--- config.mk ---
export PLATFORM = sky130hd
export DESIGN_NAME = keypad_entry_ctrl
export DESIGN_NICKNAME = d
export VERILOG_FILES = /design/src/rtl/keypad_entry_ctrl.sv
export SDC_FILE = /design/constraint.sdc
export NUM_CORES = 1
export LEC_CHECK = 0
export ABC_AREA = 1
export BUFFER_PORTS_ARGS = -buffer_cell sky130_fd_sc_hd__buf_4
export CAP_MARGIN = 10
export CORE_MARGIN = 4
export CORE_UTILIZATION = 45
export CTS_BUF_LIST = sky130_fd_sc_hd__clkbuf_4
export CTS_CLUSTER_DIAMETER = 30
export DETAILED_ROUTE_END_ITERATION = 8
export PLACE_DENSITY = 0.7
export SYNTH_ARGS = -nofsm -noshare
export SYNTH_HDL_FRONTEND = slang
export SYNTH_SLANG_ARGS = --single-unit
--- constraint.sdc ---
create_clock -name hz100 -period 3.55 [get_ports hz100]
set_input_delay 0.71 -clock hz100 [delete_from_list [all_inputs] [get_ports hz100]]
set_output_delay 0.71 -clock hz100 [all_outputs]
set_load 0.01 [all_outputs]
--- src/rtl/keypad_entry_ctrl.sv ---
// rtl/keypad_entry_ctrl.sv - keypad sync/debounce/priority sequencer and hex entry register; optional auto-repeat via KEYENTRY_AUTOREPEAT_EN
module keypad_entry_ctrl #(
  parameter int DEBOUNCE = 2,
  parameter int NDIG     = 8,
  parameter int REPEAT   = 50
) (
  input  logic              hz100,
  input  logic              reset,
  input  logic [15:0]       keys,
  input  logic              clr,
  input  logic              enter,
  input  logic              bksp,
  output logic [4*NDIG-1:0] digits,
  output logic [NDIG-1:0]   shown,
  output logic [3:0]        count,
  output logic              full,
  output logic [4*NDIG-1:0] value,
  output logic              done
);

  localparam int            DW       = (DEBOUNCE > 1) ? $clog2(DEBOUNCE) : 1;
  localparam logic [DW-1:0] DEB_LAST = DW'(DEBOUNCE - 1);
  localparam logic [4:0]    EV_BKSP  = 5'd16;
  localparam logic [4:0]    EV_ENTER = 5'd17;
  localparam logic [4:0]    EV_CLR   = 5'd18;
  localparam logic [4:0]    EV_NONE  = 5'd31;
  localparam logic [3:0]    NDIG_CNT = 4'(NDIG);

  // Reject parameter values the counters and the 4-bit count cannot represent.
  if (DEBOUNCE < 1 || NDIG < 1 || NDIG > 8 || REPEAT < 2) begin : g_bad_param
    $error("keypad_entry_ctrl: unsupported parameter value");
  end

  typedef enum logic [1:0] {IDLE, DEB, ACT, HOLD} state_t;

  state_t            state, state_nxt;
  logic [18:0]       sync_a, sync_b;
  logic [4:0]        code;
  logic [4:0]        held;
  logic [DW-1:0]     deb_cnt;
  logic [4*NDIG-1:0] digits_shl, digits_shr;

`ifdef KEYENTRY_AUTOREPEAT_EN
  localparam int            RW       = (REPEAT > 2) ? $clog2(REPEAT) : 1;
  localparam logic [RW-1:0] RPT_LAST = RW'(REPEAT - 1);
  logic [RW-1:0] rpt_cnt;
  logic          rpt_block;
  logic          rpt_ok;
  // Only hex keys and backspace repeat, and only while the same code is held throughout.
  assign rpt_ok = (held <= EV_BKSP) && !rpt_block && (code == held);
`endif

  // Two-flop synchroniser for all 19 asynchronous inputs.
  always_ff @(posedge hz100 or posedge reset) begin
    if (reset) begin
      sync_a <= '0;
      sync_b <= '0;
    end else begin
      sync_a <= {clr, enter, bksp, keys};
      sync_b <= sync_a;
    end
  end

  // Priority encoder: later assignments win, so clr beats enter beats bksp beats keys[15..0].
  always_comb begin
    code = EV_NONE;
    for (int i = 0; i < 16; i++) begin
      if (sync_b[i]) code = 5'(i);
    end
    if (sync_b[16]) code = EV_BKSP;
    if (sync_b[17]) code = EV_ENTER;
    if (sync_b[18]) code = EV_CLR;
  end

  // FSM state register.
  always_ff @(posedge hz100 or posedge reset) begin
    if (reset) state <= IDLE;
    else       state <= state_nxt;
  end

  // FSM next-state logic.
  always_comb begin
    state_nxt = state;
    case (state)
      IDLE: if (code != EV_NONE) state_nxt = DEB;
      DEB: begin
        if (code != held)              state_nxt = IDLE;
        else if (deb_cnt == DEB_LAST)  state_nxt = ACT;
      end
      ACT:  state_nxt = HOLD;
      HOLD: begin
        if (code == EV_NONE) state_nxt = IDLE;
`ifdef KEYENTRY_AUTOREPEAT_EN
        else if (rpt_ok && rpt_cnt == RPT_LAST) state_nxt = ACT;
`endif
      end
      default: state_nxt = IDLE;
    endcase
  end

  // Latched event code and debounce counter.
  always_ff @(posedge hz100 or posedge reset) begin
    if (reset) begin
      held    <= EV_NONE;
      deb_cnt <= '0;
    end else begin
      if (state == IDLE && code != EV_NONE) begin
        held    <= code;
        deb_cnt <= '0;
      end else if (state == DEB && code == held && deb_cnt != DEB_LAST) begin
        deb_cnt <= deb_cnt + 1'b1;
      end
    end
  end

`ifdef KEYENTRY_AUTOREPEAT_EN
  // Repeat timer: starts at 1 on each ACT so the next ACT lands REPEAT cycles later.
  always_ff @(posedge hz100 or posedge reset) begin
    if (reset) begin
      rpt_cnt   <= '0;
      rpt_block <= 1'b0;
    end else if (state == ACT) begin
      rpt_cnt   <= RW'(1);
      rpt_block <= 1'b0;
    end else if (state == HOLD) begin
      if (code != held)             rpt_block <= 1'b1;
      else if (rpt_cnt != RPT_LAST) rpt_cnt   <= rpt_cnt + 1'b1;
    end
  end
`endif

  assign digits_shl = (digits << 4) | (4*NDIG)'(held[3:0]);
  assign digits_shr = digits >> 4;

  // Entry register: applies the latched event once per ACT cycle.
  always_ff @(posedge hz100 or posedge reset) begin
    if (reset) begin
      digits <= '0;
      count  <= '0;
      value  <= '0;
      done   <= 1'b0;
    end else begin
      done <= 1'b0;
      if (state == ACT) begin
        if (held < EV_BKSP) begin
          if (count < NDIG_CNT) begin
            digits <= digits_shl;
            count  <= count + 4'd1;
          end
        end else if (held == EV_BKSP) begin
          if (count != 4'd0) begin
            digits <= digits_shr;
            count  <= count - 4'd1;
          end
        end else if (held == EV_CLR) begin
          digits <= '0;
          count  <= '0;
        end else if (held == EV_ENTER) begin
          value  <= digits;
          done   <= 1'b1;
          digits <= '0;
          count  <= '0;
        end
      end
    end
  end

  // Digit-enable mask and full flag decoded from the registered count.
  always_comb begin
    shown = '0;
    for (int i = 0; i < NDIG; i++) begin
      shown[i] = (4'(i) < count);
    end
    full = (count == NDIG_CNT);
  end

endmodule
==> results of run 1 <==
==> layer usage <==
layer  vias up  share of wire (%)
li1       1798                  -
met1      1760                 44
met2       126                 48
met3        15                6.6
met4         0                1.6
met5         -                  0
==> flip-flops by register name, summed over array words and instances, names as in the netlist, named ones only <==
name and flops:
count 4, deb_cnt 1, digits 32, done 1, held 5, state 1, sync_a 19, sync_b 19
value 32
==> Yosys cell counts (2+ instances only) <==
master,number,area (um^2)
o21ai_0,85,425.4
ha_1,3,37.54
a21oi_1,2,10.01
buf_4,29,217.7
nor2_1,17,63.81
nor3_2,3,30.03
clkbuf_1,20,75.07
dfrtp_1,110,2753
nor3_1,2,10.01
xor2_1,2,17.52
o22ai_1,29,181.4
nand3_1,14,70.07
inv_1,71,266.5
nand4_1,5,31.28
nand2_1,116,435.4
dfstp_2,5,131.4
==> power by group through the flow <==
stage	clock, mW	combinational, mW	sequential (mW)
after floorplan	0	0.643	1.54
after global placement	0	0.932	1.56
after detailed placement	0	0.945	1.57
after CTS	1.09	0.955	1.55
after global routing	1.15	1.07	1.57
final	1.06	0.952	1.55
==> layout make-up <==
cell class	instances	area, um^2
clock buffers	18	135.1
fillers	952	4578
inverters	72	274.0
repair buffers	103	785.8
multi-input cells	286	1398
well taps	136	170.2
flip-flops and latches	115	2884
diodes	1	2.502
clock inverters	14	188.9
==> worst reg2reg max path, stage by stage (launching register included) <==
cell and delay [ns]:
dfrtp_1 0.46, inv_1 0.10, ha_1 0.26, nand2_1 0.10
o22ai_1 0.11, nor3_4 0.12, buf_4 0.28, buf_4 0.37
nand2_1 0.11, o21ai_0 0.08
==> stage by stage <==
step	hold WS, ns	cells	worst slack [ns]	instance area, um^2	utilization [%]
after detailed placement	0.3347	712	1.503	5512	52.91
after global routing	0.2337	745	0.9825	5838	56.05
after floorplan	0.3312	522	1.445	4842	-
final	0.3037	745	1.145	5838	56.05
after CTS	0.2454	744	1.090	5836	56.02
after global placement	0.3335	712	1.616	5512	52.91
==> logic make-up after synthesis <==
kind of cell | synth area share, %
and+or+nand+nor | 14.56
AOI/OAI and AO/OA | 13.06
xor gates and xnor gates | 0.3621
adders and majority gates | 0.7759
DFF | 59.61
buffers and inverters | 11.64
==> worst paths after layout <==
path | from | depth (start not counted) | slack [ns] | end
hold reg to reg | sync_a[14]$_DFF_PP0_ | 0 | 0.34 | sync_b[14]$_DFF_PP0_
min in group asynchronous | reset | 2 | 0.31 | sync_b[9]$_DFF_PP0_
max in group asynchronous | reset | 3 | 2.39 | held[0]$_DFFE_PP1P_
setup / recovery | count[0]$_DFFE_PP0P_ | 4 | 1.15 | shown[1]
setup reg to reg | count[0]$_DFFE_PP0P_ | 9 | 1.48 | digits[5]$_DFFE_PP0P_
hold / removal | bksp | 1 | 0.30 | sync_a[16]$_DFF_PP0_
==> run metrics, run 1 <==
Critical Path Slowest Stage Cell=dfrtp_1; share of cells above drive strength 1=24.51%; LEAKAGE=2.843 nW; Max-Cap Viols=0; clock share of power=29.8%; commonest non-fill, non-tap cell in the layout=nand2_1; Netlist cell types=25; P_int=2.346 mW; fin crit period=2.405 ns; net load switching power=1.215 mW; syn nets=546; status=finished, final reports clean; fin crit share=67.74%; YS warnings=0; setup violators final=0; Max Fclk=0.4158 GHz; mean routed wirelength per cell=14.03 um; Vert. Die Dim=111.7 um; Slew Limit Headroom=44.43%; busiest grt layer=met2; hold_buf cts=0; delay-heaviest family, CP=flip-flops; number of I/O port buffers=98; Sequential Power Share=43.4%; Worst-Margin Slew=0.8324 ns; CP endpoint kind=output pin; Max stage delay on crit path=0.46 ns; Sw Share=34.11%; CTS tree=built; Die X=111.7 um; Hold Path Class=input pin to flip-flop; post-route ant nets=0; grt total ovfl=0; DRC Markers=0; DIE AREA=12470 um^2; Post-Syn Area=4838 um^2; critical path required time=2.84 ns; critical path class=flip-flop to output pin; Vias=3699; core box area=10420 um^2; Root Driver=clkbuf_4; total CTS buffers=17; first-pass GRT wire length=17780 um; Iter 0 DRT Violations=243; Reg clk slew, reported paths=0.11 ns; DPL Wire Length=7281 um; Critical Path AT=1.69 ns; Via density=4.965; Slew Viols, Final=0; WL final=10450 um; clk buf depth=2; met2 usage=27.34%; H-tree levels=4; fraction of registers with async set/reset=100.0%; vias in the first global route=3635; total I/O pin count=99; Synth Area per Inst=9.269 um^2; antenna violations before repair=1; crit path cell chain=inv_1 > ha_1 > o21ai_0 > buf_4; Hold Fails Final Rpt=0; global router's overall resource usage=17.79%; Clock Latency Late Sink=0.51 ns; commonest cells after routing, fill and taps aside=nand2_1 (116), dfrtp_1 (110), buf_4 (102), o21ai_0 (85), inv_1 (70); Initial DRT Pass Iterations=5; sequential cell area fraction in the yosys report=59.61%; # Post-CTS Setup Buffers=0; Gate power share=26.7%; main flop type after synthesis=dfrtp_1; CP max FO=6; # clock sinks=115; total power=3.560 mW; post-CTS sizing=0; RSZ-0062 raised after global routing=false; Area Overhead vs Synth=20.66%; met1 Usage GRT=23.10%; PD cells=609.8 nW/um^2; worst IR drop on VDD=438.8 uV; crit path buf inv count=2; placer's final routability congestion estimate=0.8328; register bit total from synthesis=115; largest net degree at the start of global routing=84; final net count=619; Setup Total Neg Slack=0 ns; number of synthesized flops with an enable pin=0; global routing usage on met3=6.685%; cell count after synthesis=522; Initial Util=46.45%; crit start category=flip-flop; Core Rows=37; Clock Skew=0.01620 ns
Power figures use the tool's default switching activity.
==> run 2: changes to the inputs <==
--- a/config.mk
+++ b/config.mk
@@ -13,7 +13,7 @@
 export CTS_BUF_LIST = sky130_fd_sc_hd__clkbuf_4
 export CTS_CLUSTER_DIAMETER = 30
 export DETAILED_ROUTE_END_ITERATION = 8
-export PLACE_DENSITY = 0.7
+export PLACE_DENSITY = 0.68
 export SYNTH_ARGS = -nofsm -noshare
 export SYNTH_HDL_FRONTEND = slang
 export SYNTH_SLANG_ARGS = --single-unit
==> constraint.sdc (replaced) <==
create_clock -name hz100 -period 2.4 [get_ports hz100]
set_input_delay 0.48 -clock hz100 [delete_from_list [all_inputs] [get_ports hz100]]
set_output_delay 0.48 -clock hz100 [all_outputs]
set_load 0.01 [all_outputs]
==> run metrics, run 2 (synthesized netlist as in run 1, its figures left out) <==
Slew Viols, Final=0 (unchanged); Iter 0 DRT Violations=257 (+5.8%); hold_buf cts=0 (unchanged); placed inst area=5552 um^2 (+0.73%); fin crit share=91.49%; first-pass GRT wire length=17860 um (+0.43%); Initial DRT Pass Iterations=5 (unchanged); Critical Path AT=1.72 ns (+0.03 ns); path length in cells of the critical path=4 (unchanged); critical path class=flip-flop to output pin; # Post-CTS Setup Buffers=0 (unchanged); setup violators final=0 (unchanged); area of the multi-input gates=1398 um^2 (unchanged); WHS Endpoint=sync_a[18]$_DFF_PP0_; vias in the first global route=3576 (-1.6%); Max-Cap Viols=0 (unchanged); crit start category=flip-flop; Reg area=2884 um^2 (unchanged); PD cells=906.7 nW/um^2 (+49%); Reg clk slew, reported paths=0.10 ns (about the same); CP max FO=6 (unchanged); Die X=111.7 um (unchanged); # clock sinks=115 (unchanged); Critical Path Slowest Stage Cell=dfrtp_1; Reg-to-Reg End=state[0]$_DFFE_PP0P_; Initial Util=46.45% (unchanged); Core Rows=37 (unchanged); share of cells above drive strength 1=24.10% (-0.41 points); DIE AREA=12470 um^2 (unchanged); WL final=10660 um (+2.0%); commonest non-fill, non-tap cell in the layout=nand2_1; CP endpoint kind=output pin; commonest cells after routing, fill and taps aside=nand2_1 (116), dfrtp_1 (110), buf_4 (102), o21ai_0 (85), inv_1 (70); Vias=3619 (-2.2%); mean routed wirelength per cell=14.27 um (+1.7%); status=finished, final reports clean; total CTS buffers=17 (unchanged); Slew Limit Headroom=47.56% (+3.1 points); Via density=4.845 (-2.4%); crit path cell chain=inv_1 > ha_1 > o21ai_0 > buf_4; DPL Wire Length=7372 um (+1.2%); LEAKAGE=2.878 nW (+1.3%); Worst-Margin Slew=0.7850 ns (-0.04744 ns); number of I/O port buffers=98 (unchanged); Final Cell Area=5881 um^2 (+0.73%); antenna violations before repair=1 (unchanged); CTS tree=built; post-CTS sizing=0 (unchanged); Setup Total Neg Slack=0 ns (unchanged); worst IR drop on VDD=597.6 uV (+36%); H-tree levels=4 (unchanged); crit path buf inv count=2 (unchanged); critical path required time=1.92 ns (-0.92 ns); critical path launch point=count[0]$_DFFE_PP0P_; reg2reg setup slack=0.43 ns (-1.05 ns); Reg2Reg Depth=11 (+2); fill cell count=967 (+1.6%); post-route ant nets=0 (unchanged); total I/O pin count=99 (unchanged); clk buf depth=2 (unchanged); largest registers=digits x32, value x32; Clock Latency Late Sink=0.52 ns (about the same); Vert. Die Dim=111.7 um (unchanged); WHS Path Cells=1 (unchanged); final net count=621 (+0.32%); Max stage delay on crit path=0.46 ns (about the same); Area Overhead vs Synth=21.54%; core box area=10420 um^2 (unchanged); RSZ-0062 raised after global routing=false; Hold Fails Final Rpt=0 (unchanged); Clock Skew=0.01505 ns (-0.001149 ns); delay-heaviest family, CP=flip-flops; reg2reg start=sync_b[5]$_DFF_PP0_; HP Start=clr; Root Driver=clkbuf_4; grt total ovfl=0 (unchanged); placer's final routability congestion estimate=0.8187 (-1.7%); fin crit period=2.196 ns; largest net degree at the start of global routing=45 (-46%); Hold Path Class=input pin to flip-flop; DRC Markers=0 (unchanged); global router's overall resource usage=17.93% (+0.14 points); Max Fclk=0.4554 GHz
## run 2: worst max-delay path by stage
stage / slack, ns / endpoint
finish: 0.20 / shown[1]
global route: 0.006 / shown[1]
global placement: 0.52 / state[0]$_DFFE_PP0P_
floorplan: 0.52 / async pin
detailed placement: 0.44 / state[0]$_DFFE_PP0P_
CTS: 0.13 / shown[1]
## run 2: area by class of cell
class | count | area share, %
antenna | 1 | 0.04255
clock buffer | 18 | 2.298
clock inverter | 14 | 3.255
inverter | 72 | 4.660
multi-input combinational | 286 | 23.77
sequential | 115 | 49.04
tap | 136 | 2.894
timing repair buffer | 105 | 14.04
## run 2: per-layer routing
metal,part of all wire (%),track usage [%],vias up
met5,0,0,-
met4,0.89,5.515,0
met3,4.9,5.870,6
met2,49,27.90,90
met1,46,24.03,1719
li1,-,-,1804
## run 2: power by group
part	internal (mW)	switching [mW]	leakage (nW)	total, mW
clock network	0.920	0.694	0.173	1.61
logic	0.515	0.914	1.21	1.43
registers	2.13	0.162	1.49	2.29
total	3.56	1.77	2.88	5.33
## run 2: per-stage QoR
stage	setup WS, ns	util [%]	std cells	power, mW	hold slack [ns]
3_3_place_gp	0.5214	53.30	714	3.708	0.3361
4_1_cts	0.1252	56.43	746	5.380	0.01837
6_report	0.2041	56.46	747	5.332	0.06613
2_1_floorplan	0.5247	-	522	3.229	0.3312
3_5_place_dp	0.4432	53.30	714	3.751	0.3355
5_1_grt	0.006466	56.46	747	5.666	0.003230
